`src/rtl/sum_seg_scanner.sv`:
```
// Display end of the 4-bit adder: latches A, B and {CO,SUM} on LOAD and scans them onto a
// 4-digit common-anode 7-segment display (A hex, B hex, result as decimal 00..31).
module sum_seg_scanner #(
  parameter int REFRESH_DIV = 100000,
  parameter int BLANK_CYC   = 2,
  parameter int LZ_BLANK    = 1
) (
  input  logic       clk_i,
  input  logic       rst_ni,
  input  logic [3:0] a_i,
  input  logic [3:0] b_i,
  input  logic [3:0] sum_i,
  input  logic       co_i,
  input  logic       load_i,
  output logic [3:0] an_o,
  output logic [6:0] seg_o,
  output logic       dp_o,
  output logic       loaded_o
);

  localparam int CW = (REFRESH_DIV > 2) ? $clog2(REFRESH_DIV) : 1;
  localparam logic [CW-1:0] CNT_MAX   = CW'(REFRESH_DIV - 1);
  localparam logic [CW-1:0] BLANK_END = CW'(BLANK_CYC);
  localparam logic [6:0]    SEG_DASH  = 7'b0111111;
  localparam logic [6:0]    SEG_OFF   = 7'h7F;

  logic [CW-1:0] cnt_q, cnt_d;
  logic [1:0]    sel_q, sel_d;
  logic [3:0]    a_q, b_q;
  logic [4:0]    v_q;
  logic          loaded_q;
  logic [3:0]    an_q, an_d;
  logic [6:0]    seg_q, seg_d;
  logic          dp_q, dp_d;
  logic [1:0]    tens;
  logic [3:0]    units;

  function automatic logic [6:0] hex7(input logic [3:0] v);
    case (v)
      4'h0: hex7 = 7'b1000000;
      4'h1: hex7 = 7'b1111001;
      4'h2: hex7 = 7'b0100100;
      4'h3: hex7 = 7'b0110000;
      4'h4: hex7 = 7'b0011001;
      4'h5: hex7 = 7'b0010010;
      4'h6: hex7 = 7'b0000010;
      4'h7: hex7 = 7'b1111000;
      4'h8: hex7 = 7'b0000000;
      4'h9: hex7 = 7'b0010000;
      4'hA: hex7 = 7'b0001000;
      4'hB: hex7 = 7'b0000011;
      4'hC: hex7 = 7'b1000110;
      4'hD: hex7 = 7'b0100001;
      4'hE: hex7 = 7'b0000110;
      default: hex7 = 7'b0001110;
    endcase
  endfunction

  // Result is at most 31, so three threshold compares replace a divider.
  always_comb begin
    tens  = 2'd0;
    units = v_q[3:0];
    if (v_q >= 5'd30) begin
      tens  = 2'd3;
      units = 4'(v_q - 5'd30);
    end else if (v_q >= 5'd20) begin
      tens  = 2'd2;
      units = 4'(v_q - 5'd20);
    end else if (v_q >= 5'd10) begin
      tens  = 2'd1;
      units = 4'(v_q - 5'd10);
    end
  end

  always_comb begin
    cnt_d = cnt_q + 1'b1;
    sel_d = sel_q;
    if (cnt_q == CNT_MAX) begin
      cnt_d = '0;
      sel_d = sel_q + 2'd1;
    end
  end

  // Digit content is decoded from the current SEL, so SEG/DP settle during the blank window.
  always_comb begin
    an_d  = 4'b1111;
    seg_d = SEG_DASH;
    dp_d  = 1'b1;
    if (cnt_q >= BLANK_END) an_d[sel_q] = 1'b0;
    if (loaded_q) begin
      case (sel_q)
        2'd3: seg_d = hex7(a_q);
        2'd2: begin
          seg_d = hex7(b_q);
          dp_d  = 1'b0;
        end
        2'd1: seg_d = ((LZ_BLANK != 0) && (tens == 2'd0)) ? SEG_OFF : hex7({2'b00, tens});
        default: seg_d = hex7(units);
      endcase
    end
  end

  always_ff @(posedge clk_i or negedge rst_ni) begin
    if (!rst_ni) begin
      cnt_q    <= '0;
      sel_q    <= 2'd0;
      a_q      <= 4'd0;
      b_q      <= 4'd0;
      v_q      <= 5'd0;
      loaded_q <= 1'b0;
      an_q     <= 4'b1111;
      seg_q    <= SEG_OFF;
      dp_q     <= 1'b1;
    end else begin
      cnt_q <= cnt_d;
      sel_q <= sel_d;
      an_q  <= an_d;
      seg_q <= seg_d;
      dp_q  <= dp_d;
      if (load_i) begin
        a_q      <= a_i;
        b_q      <= b_i;
        v_q      <= {co_i, sum_i};
        loaded_q <= 1'b1;
      end
    end
  end

  assign an_o     = an_q;
  assign seg_o    = seg_q;
  assign dp_o     = dp_q;
  assign loaded_o = loaded_q;

endmodule

```
`config.mk`:
```
export PLATFORM = sky130hd
export DESIGN_NAME = sum_seg_scanner
export DESIGN_NICKNAME = d
export VERILOG_FILES = /design/src/rtl/sum_seg_scanner.sv
export SDC_FILE = /design/constraint.sdc
export NUM_CORES = 1
export LEC_CHECK = 0
export BUFFER_PORTS_ARGS = -buffer_cell sky130_fd_sc_hd__buf_2
export CORE_ASPECT_RATIO = 0.6
export CORE_MARGIN = 10
export CORE_UTILIZATION = 59
export DETAILED_ROUTE_END_ITERATION = 10
export MAX_ROUTING_LAYER = met4
export PLACE_DENSITY = 0.79
export SLEW_MARGIN = 40
export SYNTH_ARGS = -nofsm -noshare
export SYNTH_HDL_FRONTEND = slang
export SYNTH_SLANG_ARGS = --single-unit
```
`constraint.sdc`:
```
create_clock -name clk_i -period 2.85 [get_ports clk_i]
set_clock_uncertainty 0.1 [all_clocks]
set_input_delay 0.57 -clock clk_i [delete_from_list [all_inputs] [get_ports clk_i]]
set_output_delay 0.57 -clock clk_i [all_outputs]
set_load 0.05 [all_outputs]
```
==> results_dict.tcl <==
set metrics [dict create \
    hold_viol_final 0 \
    h-tree-depth 2 \
    ant_nets 0 \
    max-vdd-ir-drop_v 0.000402 \
    worstMarginPinSlew_ns 0.613 \
    cp_cell_sequence "inv_1 -> ha_1 -> nor2b_4 -> nand2b_2 -> a31o_2 -> xnor2_4 -> inv_2 -> ha_1 -> a221oi_1 -> a211oi_1 -> o21ai_1" \
    crit_buf_inv 2 \
    crit_family "compound AO/OA/AOI/OAI gates" \
    num_rows 20 \
    wire_per_inst_um 17.0 \
    io_buffers 28 \
    fin_crit_ns 2.72 \
    avgSynthCellArea_sq_um 9.63 \
    crit_top_cell "ha_1" \
    worstPathArrival_ns 2.87 \
    finalWeightedCongestion 0.948 \
    grt_use_total_pct 17.5 \
    crit_fanout 8 \
    finalNetCount 387 \
    drive_above_1_share_pct 24.0 \
    clockPowerShare_pct 24.1 \
    clk_path_buf_depth 2 \
    ys_seq_elements 45 \
    grt_pass1_wl_um 11800 \
    hold_class "in -> async" \
    gr-total-overflow 0 \
    diodes 0 \
    initial_core_util_pct 60.4 \
    synth.distinct_cells 60 \
    power.share.combinational_pct 32.3 \
    internal-power_mw 1.08 \
    fp.dieW_um 112 \
    mostFrequentLayoutCell "nand2_1" \
    final_util_pct 66.5 \
    num_io_pins 29 \
    core_sq_um 5000 \
    placed_cells 399 \
    clock-sinks 45 \
    timing.fmax_ghz 0.367 \
    setup_viol 0 \
    die_y_um 75.5 \
    firstDrtPassIters 5 \
    cpPeakStageDelay_ns 0.41 \
    p_seq_share_pct 43.7 \
    status "finished clean" \
    clk-insertion-delay-late_ns 0.31 \
    startpoint_type "flip-flop" \
    cp_slowest_cell "dfrtp_2" \
    whs_ns 0.130 \
    final_cells 408 \
    synth-main-ff-cell "dfrtp_1" \
    finalSetupTns_ns 0 \
    slew_viol_final 0 \
    drt_iter0_markers 270 \
    max-slew-margin-rel_pct 59.0 \
    synth_area_sq_um 3020 \
    die-area_sq_um 8480 \
    vias_per_cell 6.02 \
    power.share.switching_pct 38.2 \
    cts_buffers 5 \
    layout_common_cells "nand2_1 (36), dfrtp_1 (32), ha_1 (29), buf_2 (27), nor2_1 (20)" \
    synthesis.nets 360 \
    drc 0 \
    vias 2455 \
    syn_inst 314 \
    syn_to_final_growth_pct 10.0 \
    dpl.hpwl_um 5270 \
    required_ns 2.99 \
    fin_crit_sh_pct 95.6 \
    cellPowerDensity_nw_per_um2 528 \
    cts_tree "built" \
    worst-setup-path-type "reg -> reg" \
    worst_setup_path_end_kind "flip-flop" \
    cts_root_buf "clkbuf_8" \
    drv_cap 0 \
    clk_pin_slew_ns 0.10 \
    synth_edf_count 0 \
    grt_start_max_net_pins 44 \
    grt_pass1_vias 2302 \
    async_flop_share_pct 100 \
    yosysWarningCount 0 \
    rsz0062_at_grt "no" \
    antenna_found_initial 0 \
    detail_route.wirelength_um 6940 \
    p_leak_nw 1.48 \
    yosysSeqAreaShare_pct 37.7 \
    p_sw_mw 0.671 \
]
[state kept, by name (all words and copies together) (netlist names), 2 cells and up]
signal / flops
b_q: 4
v_q: 5
an_o: 4
sel_q: 2
a_q: 4
seg_o: 7
cnt_q: 17
[routing by layer]
| metal | track usage, % | up-vias | routed length [um] |
|---|---|---|---|
| li1 | - | 1161 | - |
| met5 | - | - | 0 |
| met3 | 4.25 | 13 | 541 |
| met2 | 23.5 | 110 | 2720 |
| met1 | 25.6 | 1171 | 3600 |
| met4 | 3.78 | 0 | 76 |
[final cells by class]
class | instances | area [sq um]
clock buffers | 5 | 68.8
fillers | 429 | 1680
well taps | 66 | 82.6
multi-input cells | 236 | 1750
inverters | 19 | 71.3
repair buffers | 34 | 188
clock inverters | 3 | 25.0
flip-flops and latches | 45 | 1140
[power groups by stage]
stage	sequential, mW	combinational, mW	clock [mW]
4_1_cts	0.765	0.555	0.430
6_report	0.767	0.566	0.423
3_3_place_gp	0.774	0.532	0
3_5_place_dp	0.776	0.546	0
2_1_floorplan	0.879	0.310	0
5_1_grt	0.775	0.610	0.456
[per-stage QoR]
step | worst slack [ns] | total power [mW] | instance area (sq um)
floorplan | 0.315 | 1.19 | 3020
finish | 0.126 | 1.76 | 3330
global placement | 0.219 | 1.31 | 3210
CTS | 0.0640 | 1.75 | 3320
detailed placement | 0.0161 | 1.32 | 3210
global route | 0.0175 | 1.84 | 3330
[Yosys cell counts (all sizes together), types with 4 or more instances]
cell type  instances  area (sq um)
inv               19          71.3
xor2               6          52.6
a311oi             5          50.0
a221oi             4          35.0
nand3             13          65.1
nor2              21          81.3
nand2             36           135
nor4               6          37.5
buf                6          42.5
clkbuf             8          30.0
nand2b             5          33.8
nor3               5          25.0
ha                30           375
o211ai             4          43.8
a21oi             10          61.3
xnor2             12           124
nand4              4          25.0
mux2               7          82.6
dfstp             12           315
dfrtp             33           826
o21ai             19          95.1
nor2b              6          45.0
[final timing paths]
kind	startpoint	endpoint	slack, ns	cells past startpoint
max reg2reg	v_q[1]	seg_o[1]	0.13	11
max	v_q[1]	seg_o[1]	0.13	11
max in group asynchronous	rst_ni	dp_o	1.96	2
min	rst_ni	cnt_q[12]	0.13	1
min in group clk_i	sum_i[1]	v_q[1]	0.36	3
min reg2reg	cnt_q[0]	cnt_q[0]	0.41	1
[cell families after synthesis]
| logic type | after synthesis | share of synthesized area, % |
|---|---|---|
| AOI/OAI and AO/OA | 63 | 15.1 |
| xor gates and xnor gates | 18 | 5.83 |
| buffers and inverters | 33 | 4.76 |
| DFF | 45 | 37.7 |
| and+or+nand+nor | 113 | 18.9 |
| muxes | 12 | 5.21 |
| adders and majority gates | 30 | 12.4 |
[what timing repair did]
| item | CTS | global route |
|---|---|---|
| gates resized for setup | 2 | 4 |
| gates cloned | 0 | 0 |
| setup endpoints to repair | 2 | 4 |
| buffers inserted | 0 | 1 |
| hold endpoints to repair | 0 | 0 |
| hold buffers | 0 | 0 |
Power figures use the tool's default switching activity.
